File: config.mk
export PLATFORM = sky130hd
export DESIGN_NAME = icache_data_ram_par
export DESIGN_NICKNAME = d
export VERILOG_FILES = /design/src/rtl/icache_ram_pkg.sv /design/src/rtl/icache_byte_parity.sv /design/src/rtl/icache_data_ram_par.sv
export SDC_FILE = /design/constraint.sdc
export NUM_CORES = 2
export LEC_CHECK = 0
export ABC_CLOCK_PERIOD_IN_PS = 3990
export CORE_MARGIN = 4
export CORE_UTILIZATION = 35
export DETAILED_ROUTE_END_ITERATION = 8
export GPL_TIMING_DRIVEN = 0
export PLACE_DENSITY = 0.53
export SLEW_MARGIN = 0
export SYNTH_ARGS = -nofsm -noshare
export SYNTH_HDL_FRONTEND = slang
export SYNTH_SLANG_ARGS = --single-unit
File: constraint.sdc
create_clock -name clk -period 3.99 [get_ports clk]
set_input_delay 0.5985 -clock clk [delete_from_list [all_inputs] [get_ports clk]]
set_output_delay 0.5985 -clock clk [all_outputs]
set_load 0.01 [all_outputs]
File: src/rtl/icache_ram_pkg.sv
// Shared definitions for the icache data RAM with byte parity.
//   state_e  : clear sequencer states (INIT clears the array, READY serves ports)
//   BYTE     : lane width in bits
//   byte_par : even parity of one byte (1 when the byte has an odd number of ones)
package icache_ram_pkg;

    localparam int BYTE = 8;

    typedef enum logic {
        INIT  = 1'b0,
        READY = 1'b1
    } state_e;

    function automatic logic byte_par(input logic [BYTE-1:0] b);
        return ^b;
    endfunction

endpackage

File: src/rtl/icache_byte_parity.sv
// Combinational per-byte parity generator.
//   data : DATA_WIDTH-bit word
//   par  : one parity bit per byte lane, par[b] = ^data[b*8 +: 8]
module icache_byte_parity
    import icache_ram_pkg::*;
#(
    parameter int DATA_WIDTH = 64
) (
    input  logic [DATA_WIDTH-1:0]      data,
    output logic [DATA_WIDTH/BYTE-1:0] par
);

    localparam int NBYTES = DATA_WIDTH / BYTE;

    for (genvar b = 0; b < NBYTES; b++) begin : g_lane
        assign par[b] = byte_par(data[b*BYTE +: BYTE]);
    end

endmodule

File: src/rtl/icache_data_ram_par.sv
// Icache data array: one write port (0), one read port (1), single clock.
// Byte-lane write masking, per-byte even parity with read-side error flag,
// post-reset clear sequencer, optional same-address bypass, 1- or 2-cycle
// read latency, and a saturating parity-error counter.
//   clk, rst_n                 : clock, asynchronous active-low reset
//   csb0/addr0/din0/wmask0     : write port (active-low select, byte enables)
//   inj_err0                   : flip stored parity of every lane written
//   csb1/addr1                 : read port (active-low select)
//   dout1/dout1_valid/perr1    : read data, valid pulse, parity error flag
//   init_busy                  : array clear in progress, ports ignored
//   err_cnt                    : saturating count of reads returning perr1=1
//
// Read handshake: there is no backpressure. A read is accepted on every
// posedge where csb1 is low and init_busy is low; each accepted read produces
// exactly one single-cycle dout1_valid pulse READ_LAT edges later, in order.
module icache_data_ram_par
    import icache_ram_pkg::*;
#(
    parameter int DATA_WIDTH = 64,
    parameter int ADDR_WIDTH = 5,
    parameter int READ_LAT   = 1,
    parameter int BYPASS     = 1,
    parameter int CNT_WIDTH  = 8
) (
    input  logic                       clk,
    input  logic                       rst_n,
    input  logic                       csb0,
    input  logic [ADDR_WIDTH-1:0]      addr0,
    input  logic [DATA_WIDTH-1:0]      din0,
    input  logic [DATA_WIDTH/BYTE-1:0] wmask0,
    input  logic                       inj_err0,
    input  logic                       csb1,
    input  logic [ADDR_WIDTH-1:0]      addr1,
    output logic [DATA_WIDTH-1:0]      dout1,
    output logic                       dout1_valid,
    output logic                       perr1,
    output logic                       init_busy,
    output logic [CNT_WIDTH-1:0]       err_cnt
);

    localparam int NBYTES = DATA_WIDTH / BYTE;
    localparam int DEPTH  = 1 << ADDR_WIDTH;

    // Clear sequencer
    state_e                state, state_nxt;
    logic [ADDR_WIDTH-1:0] clr_ptr;

    always_ff @(posedge clk or negedge rst_n) begin
        if (!rst_n) begin
            state   <= INIT;
            clr_ptr <= '0;
        end else begin
            state <= state_nxt;
            if (state == INIT) clr_ptr <= clr_ptr + 1'b1;
        end
    end

    // DEPTH is a power of two, so the last word is the all-ones pointer.
    always_comb begin
        state_nxt = state;
        case (state)
            INIT:    if (&clr_ptr) state_nxt = READY;
            READY:   state_nxt = READY;
            default: state_nxt = INIT;
        endcase
    end

    assign init_busy = (state == INIT);

    // Storage
    logic [DATA_WIDTH-1:0] mem     [DEPTH];
    logic [NBYTES-1:0]     par_mem [DEPTH];

    logic              wr_en, rd_en;
    logic [NBYTES-1:0] din_par, wr_par;

    assign wr_en = (state == READY) && !csb0;
    assign rd_en = (state == READY) && !csb1;

    icache_byte_parity #(.DATA_WIDTH(DATA_WIDTH)) u_wr_par (
        .data (din0),
        .par  (din_par)
    );

    assign wr_par = din_par ^ {NBYTES{inj_err0}};

    // No reset on the array itself; the INIT sweep zeroes data and parity.
    always_ff @(posedge clk) begin
        if (state == INIT) begin
            mem[clr_ptr]     <= '0;
            par_mem[clr_ptr] <= '0;
        end else if (wr_en) begin
            for (int b = 0; b < NBYTES; b++) begin
                if (wmask0[b]) begin
                    mem[addr0][b*BYTE +: BYTE] <= din0[b*BYTE +: BYTE];
                    par_mem[addr0][b]          <= wr_par[b];
                end
            end
        end
    end

    // Read path: storage, optionally overlaid with the colliding write lanes.
    // Bypassed lanes take their parity from the write path so an injected
    // error is visible on the very read that collides with it.
    logic                  collide;
    logic [DATA_WIDTH-1:0] rd_data;
    logic [NBYTES-1:0]     rd_par, rd_calc_par;
    logic                  rd_perr;

    assign collide = (BYPASS != 0) && wr_en && (addr0 == addr1);

    always_comb begin
        rd_data = mem[addr1];
        rd_par  = par_mem[addr1];
        if (collide) begin
            for (int b = 0; b < NBYTES; b++) begin
                if (wmask0[b]) begin
                    rd_data[b*BYTE +: BYTE] = din0[b*BYTE +: BYTE];
                    rd_par[b]               = wr_par[b];
                end
            end
        end
    end

    icache_byte_parity #(.DATA_WIDTH(DATA_WIDTH)) u_chk_par (
        .data (rd_data),
        .par  (rd_calc_par)
    );

    assign rd_perr = |(rd_calc_par ^ rd_par);

    // Optional extra stage; everything here resets so a flushed read
    // can never surface after reset.
    logic                  out_valid_nxt, out_perr_nxt;
    logic [DATA_WIDTH-1:0] out_data_nxt;

    if (READ_LAT == 2) begin : g_lat2
        logic                  s1_valid, s1_perr;
        logic [DATA_WIDTH-1:0] s1_data;

        always_ff @(posedge clk or negedge rst_n) begin
            if (!rst_n) begin
                s1_valid <= 1'b0;
                s1_perr  <= 1'b0;
                s1_data  <= '0;
            end else begin
                s1_valid <= rd_en;
                if (rd_en) begin
                    s1_perr <= rd_perr;
                    s1_data <= rd_data;
                end
            end
        end

        assign out_valid_nxt = s1_valid;
        assign out_perr_nxt  = s1_perr;
        assign out_data_nxt  = s1_data;
    end else begin : g_lat1
        assign out_valid_nxt = rd_en;
        assign out_perr_nxt  = rd_perr;
        assign out_data_nxt  = rd_data;
    end

    // Output register and error counter; err_cnt moves on the same edge
    // that presents the erroneous read.
    always_ff @(posedge clk or negedge rst_n) begin
        if (!rst_n) begin
            dout1       <= '0;
            dout1_valid <= 1'b0;
            perr1       <= 1'b0;
            err_cnt     <= '0;
        end else begin
            dout1_valid <= out_valid_nxt;
            perr1       <= out_valid_nxt && out_perr_nxt;
            if (out_valid_nxt) dout1 <= out_data_nxt;
            if (out_valid_nxt && out_perr_nxt && (err_cnt != {CNT_WIDTH{1'b1}}))
                err_cnt <= err_cnt + 1'b1;
        end
    end

endmodule
After elaboration in Yosys (flattened, before gate mapping)
Memory sizes are Yosys's and may differ from the RTL's.
Cells that the tools add are included.
{ "op_classes": {"add_sub_neg": 2, "n_eq_ne": 2, "muxes": 59, "bitwise": 3, "n_reduce_logical": 27} }
{ "ops": {"columns": ["operator", "count"], "rows": [
  ["$mux W64", 2],
  ["$reduce_xor A8 Y1", 16],
  ["$mux W8", 12],
  ["$reduce_or A64 Y1", 1],
  ["$mux W1", 42],
  ["$reduce_or A8 Y1", 2],
  ["$xor A8 B8 Y8", 2],
  ["$mux W5", 2],
  ["$add A8 B1 Y8 const B", 1],
  ["$ne A8 B8 Y1 const B", 1],
  ["$add A5 B1 Y5 const B", 1],
  ["$eq A5 B5 Y1", 1],
  ["$logic_and A1 B1 Y1", 5],
  ["$reduce_and A5 Y1", 1],
  ["$logic_not A1 Y1", 2],
  ["$pmux W1 S2", 1],
  ["$not A1 Y1", 1]
]} }
{ "word_totals": {"regBits": 80, "ramBits": 2304, "inputBits": 87, "out_inout_bits": 75, "wordCells": 101, "memories": 2} }
{ "mem_list": {"columns": ["memory", "depth", "word_bits", "read_ports", "rd_clocked_by_memory_dff", "write_ports", "line", "text"], "rows": [
  ["mem", 32, 64, 1, 0, 1, "icache_data_ram_par.sv:71", "logic [DATA_WIDTH-1:0] mem [DEPTH];"],
  ["par_mem", 32, 8, 1, 0, 1, "icache_data_ram_par.sv:72", "logic [NBYTES-1:0] par_mem [DEPTH];"]
]} }

Longest topological paths before layout
{ "logic_depth": {"word_depth": 9, "ltp_mapped": 17, "ltp_nobuf": 10} }

Hierarchy
From an unflattened synthesis, not the netlist that was laid out.
{ "hier_totals": {"cells_unflattened": 4514, "hier_area_um2": 94237.9} }
{ "by_module_without_submodules": {"columns": ["mod", "n_inst", "cells_per_inst", "area_each_um2", "seq_area_each_um2"], "rows": [
  ["icache_data_ram_par", 1, 4402, 93256.9, 71188.3],
  ["icache_byte_parity", 2, 56, 490.5, 0.0]
]} }

Worst setup path after synthesis
OpenSTA, ideal clock, no wires.
{ "synth_path": {"kind": "input to register", "startpoint": "in addr1[0]", "endpoint": "reg err_cnt[1]", "setup_time_ns": 0.125, "arrival_ns": 3.724, "t_required_ns": 3.865, "setup_slack_ns": 0.141, "cell_stages": 14, "n_path_buf": 4, "cell_sequence": "buf_6 -> buf_12 -> buf_8 -> buf_4 -> mux4_2 -> mux4_2 -> nor2_1 -> a311oi_1 -> a21o_2 -> xor2_1 -> xnor3_1 -> nand4b_4 -> o21ai_2 -> mux2_4"} }
{ "synth_via": {"elab_chain_cells": 8, "word_cells_on_any_way": 34, "classes_between": "eq/ne: 1; mux: 18; bitwise: 1; reduce/logical: 12; memory: 2"} }
{ "synth_lines": {"columns": ["element", "line", "text"], "rows": [
  ["start: declaration", "icache_data_ram_par.sv:33", "input logic [ADDR_WIDTH-1:0] addr1,"],
  ["$mem_v2 Z32 W64 or $eq A5 B5 Y1 (tied branches)", null, null],
  ["$mux W8 or $logic_and A1 B1 Y1 (tied branches)", "icache_data_ram_par.sv:117, icache_data_ram_par.sv:110", null],
  ["$mux W64", "icache_data_ram_par.sv:115", "if (collide) begin"],
  ["$reduce_xor A8 Y1", "icache_ram_pkg.sv:15", "return ^b;"],
  ["$xor A8 B8 Y8 *", "icache_data_ram_par.sv:130", "assign rd_perr = |(rd_calc_par ^ rd_par);"],
  ["$reduce_or A8 Y1 *", "icache_data_ram_par.sv:130", null],
  ["$logic_and A1 B1 Y1 * (2 in a row)", "icache_data_ram_par.sv:176", "if (out_valid_nxt && out_perr_nxt && (err_cnt != {CNT_WIDTH{1'b1}}))"],
  ["end signal: assignment", "icache_data_ram_par.sv:177", "err_cnt <= err_cnt + 1'b1;"],
  ["end: declaration", "icache_data_ram_par.sv:38", "output logic [CNT_WIDTH-1:0] err_cnt"]
]} }
Every way passes the cells marked *; elsewhere a longest branch is shown, timed or not.
A chain may end at the register's enable or synchronous reset.

Worst setup path in the final report
{ "layout_path": {"startpoint": "in wmask0[4]", "endpoint": "mem mem[30][11] (enable)"} }
{ "layout_via": {"elab_chain_cells": 6, "word_cells_on_any_way": 7, "classes_between": "mux: 6; reduce/logical: 1"} }
{ "layout_lines": {"columns": ["element", "line", "text"], "rows": [
  ["start: declaration", "icache_data_ram_par.sv:30", "input logic [DATA_WIDTH/BYTE-1:0] wmask0,"],
  ["$mux W1 *", "icache_data_ram_par.sv:94", "if (wmask0[b]) begin"],
  ["$mux W1 *", "icache_data_ram_par.sv:92", "end else if (wr_en) begin"],
  ["$mux W1 *", "icache_data_ram_par.sv:89", "if (state == INIT) begin"],
  ["$mux W1 (not written as such) *", "icache_data_ram_par.sv:95", "mem[addr0][b*BYTE +: BYTE] <= din0[b*BYTE +: BYTE];"],
  ["$reduce_or A64 Y1 (no source line) *", null, null],
  ["$mux W5 (no source line) or $mux W8 (tied branches)", null, null],
  ["end: declaration", "icache_data_ram_par.sv:71", null]
]} }
Marks and branches as above.

==> results_dict.tcl <==
set metrics [dict create \
    wl_microns 426800 \
    finalHoldViolCount 0 \
    setup_slack_ps -337.9 \
    setup_viol 1414 \
    grt_max_degree 53 \
    grt_overflow_total 0 \
    cts_made_buffers 280 \
    vias 58901 \
    slew_headroom_pct -4.220 \
    peakVddDrop_uv 294.9 \
    drc 0 \
    arrival_ps 4940 \
    via_per_inst 6.300 \
    power_mw 58.67 \
    cp-start-kind "input port" \
    ys.flop_type "edfxtp_1" \
    rsz0062_at_grt "true" \
    cts_sinks 2384 \
    grt_pass1_vias 54199 \
    ys_top_cells_by_area "edfxtp_1 (72%), mux4_2 (8.3%), mux2i_1 (4.6%)" \
    initial_core_util_pct 35.30 \
    synthDistinctLibCells 78 \
    violations "max-capacitance violations, max-slew violations, negative setup slack" \
    cap_violations 1 \
    async_reset_ff_share_pct 3.356 \
    die_area_sq_mm 0.2825 \
    fin_util_pct 43.03 \
    fmax_mhz 231.1 \
    drive_gt1_share_pct 28.58 \
    design_area_sq_mm 0.1169 \
    synth.avg_cell_area_sq_um 19.45 \
    antenna_found_initial 24 \
    portBuffers 156 \
    rows 191 \
    syn_inst 4932 \
    path_delay_family "simple AND/OR/NAND/NOR gates" \
    ant_nets 0 \
    cp_slowest_stage_delay_ps 780 \
    final_net_count 5648 \
    yosys_register_bits 2384 \
    first_pass_iters 9 \
    setup_tns_ps -160310 \
    wl_per_cell_microns 45.65 \
    clk_latency_ps 960 \
    place.gp.congestion 0.9873 \
    slew_violations 11 \
    powerDensity_mw_per_mm2 501.8 \
    leakage_nw 41.76 \
    path_cells "clkdlybuf4s50_1 -> nor4_2 -> a21o_1 -> buf_2 -> a31oi_1 -> nor2_1 -> nand2_2 -> nor2_4 -> buf_8" \
    finalCritPeriodShare_pct 108.5 \
    outcome "finished, violations left" \
    pin_count 162 \
    die_y_microns 531.5 \
    h-tree-depth 5 \
    synth_edf_count 2304 \
    clk_path_buf_depth 4 \
    hp-class "input port to async pin" \
    yosysTopAreaCellShare_pct 72.13 \
    path_clk_slew_ps 70 \
    hpwl_microns 281200 \
    skew_ps 69.71 \
    dpl_cell_area_sq_mm 0.1031 \
    critPathKind "input port to register" \
    ys_seq_area_share_pct 74.22 \
    root_buffer "clkbuf_16" \
    yosysTopAreaCell "edfxtp_1" \
    grt_usage_pct 29.40 \
    critPathCaptureType "register" \
    period_minus_slack_ps 4328 \
    synth_area_sq_mm 0.09591 \
    path_buf_inv 3 \
    drtIter0Drc 10426 \
    grt_pass1_wl_microns 543400 \
    cp_max_fo 8 \
    cts_tree "done" \
    ys_warn_count 0 \
    area_growth_pct 21.90 \
    crit_required_ps 4600 \
    core_sq_mm 0.2717 \
    die_w_microns 531.5 \
    synth.net_count 5022 \
    worst_pin_slew_ps 1563 \
    critical-path-slowest-cell "clkdlybuf4s50_1" \
]
## layout make-up
class | instances | area, sq um
Fill cell | 23410 | 154800
Sequential cell | 2384 | 71190
Multi-Input combinational cell | 2248 | 25060
Clock buffer | 357 | 7569
Tap cell | 3570 | 4467
Timing Repair Buffer | 345 | 3790
Buffer | 290 | 3707
Clock inverter | 122 | 1031
Antenna cell | 25 | 62.56
Inverter | 9 | 38.79
## final timing paths
kind / end / slack, ps / startpoint / cells past startpoint
min: dout1[18] / 80 / rst_n / 2
max: mem[30][11] / -340 / wmask0[4] / 9
max in group asynchronous: dout1[10] / 3080 / rst_n / 3
max reg2reg: err_cnt[1] / -180 / state / 14
min in group clk: dout1[3] / 390 / din0[3] / 3
min reg2reg: dout1[53] / 480 / dout1[53] / 2
## routing by layer
metal  vias up  wire (microns)  global-route usage (%)
met5         -              44                   1.046
met4         6           31880                   18.54
met3      1175           57580                   11.79
met2      4761          181300                   41.66
met1     31527          156100                   37.39
li1      21432               -                       -
## cells by family (layout without fill, tap and decap cells)
family                   after synthesis  after routing  synth area share [%]
adder cells (fa/ha/maj)                3              3               0.03914
AO/OA/AOI/OAI                        494            494                 3.780
AND/OR/NAND/NOR                      755            755                 3.445
XOR/XNOR                             119            119                 1.464
flip-flops                          2384           2384                 74.22
multiplexers                         877            877                 14.79
other                                  0             25                     0
buffers and inverters                300           1123                 2.261
## sequential cells by signal (all words and copies together), names as in the netlist
register / count
dout1_valid: 1
dout1: 64
perr1: 1
clr_ptr: 5
state: 1
mem: 2048
err_cnt: 8
par_mem: 256
## placed cells by master, fill, tap and decap left out, types with 79 or more instances in the layout
| cell | count |
|---|---|
| edfxtp_1 | 2304 |
| mux2i_1 | 429 |
| mux4_2 | 355 |
| clkbuf_16 | 292 |
| nand2_1 | 231 |
| nor2_4 | 213 |
| clkdlybuf4s50_1 | 144 |
| buf_4 | 137 |
| clkbuf_1 | 97 |
| buf_8 | 82 |
| buf_12 | 82 |
| a221oi_1 | 81 |
| dfrtp_1 | 79 |
## per-stage QoR
| step | std cells | worst slack, ps | hold WS (ps) |
|---|---|---|---|
| after floorplan | 4932 | 141.0 | 302.9 |
| after global placement | 8658 | -5534 | 468.7 |
| after detailed placement | 8718 | -4381 | 468.2 |
| after CTS | 9233 | -402.4 | 67.61 |
| after global routing | 9329 | -181.0 | 109.9 |
| final | 9350 | -337.9 | 82.99 |
## repair_timing
| action | in CTS | in global routing |
|---|---|---|
| endpoints found under the hold margin | 80 | 0 |
| buffers inserted | 35 | 93 |
| gates cloned | 0 | 0 |
| resized for setup | 696 | 389 |
| endpoints found under the setup margin | 4361 | 2011 |
| pin swaps | 33 | 23 |
| hold buffers | 1 | 0 |
## synthesized netlist by cell type, types with 11 or more instances
cell,n
buf_2,76
a22oi_1,60
a21oi_1,80
edfxtp_1,2304
a2bb2oi_1,11
a221o_1,12
nand4_1,13
xnor2_1,71
nand2_1,268
o22ai_1,17
o31ai_1,13
mux4_2,355
a31oi_1,17
clkbuf_1,88
and2_1,70
xnor3_1,17
a22o_1,38
mux4_1,57
buf_1,14
dfrtp_1,80
nor2_1,315
and3_1,24
or2_2,13
buf_12,28
buf_6,23
mux2_2,27
buf_4,47
a221oi_1,87
a32oi_1,28
mux2i_1,437
o21ai_0,60
xor2_1,22
## report_power, final
group          internal (mW)  total [mW]  switching [mW]  leakage [nW]
sequential              27.8        27.9           0.105          24.8
combinational           2.00        6.04            4.04          12.7
clock                   14.4        24.7            10.3          4.20
No activity file was read; power rests on OpenSTA's default activity.
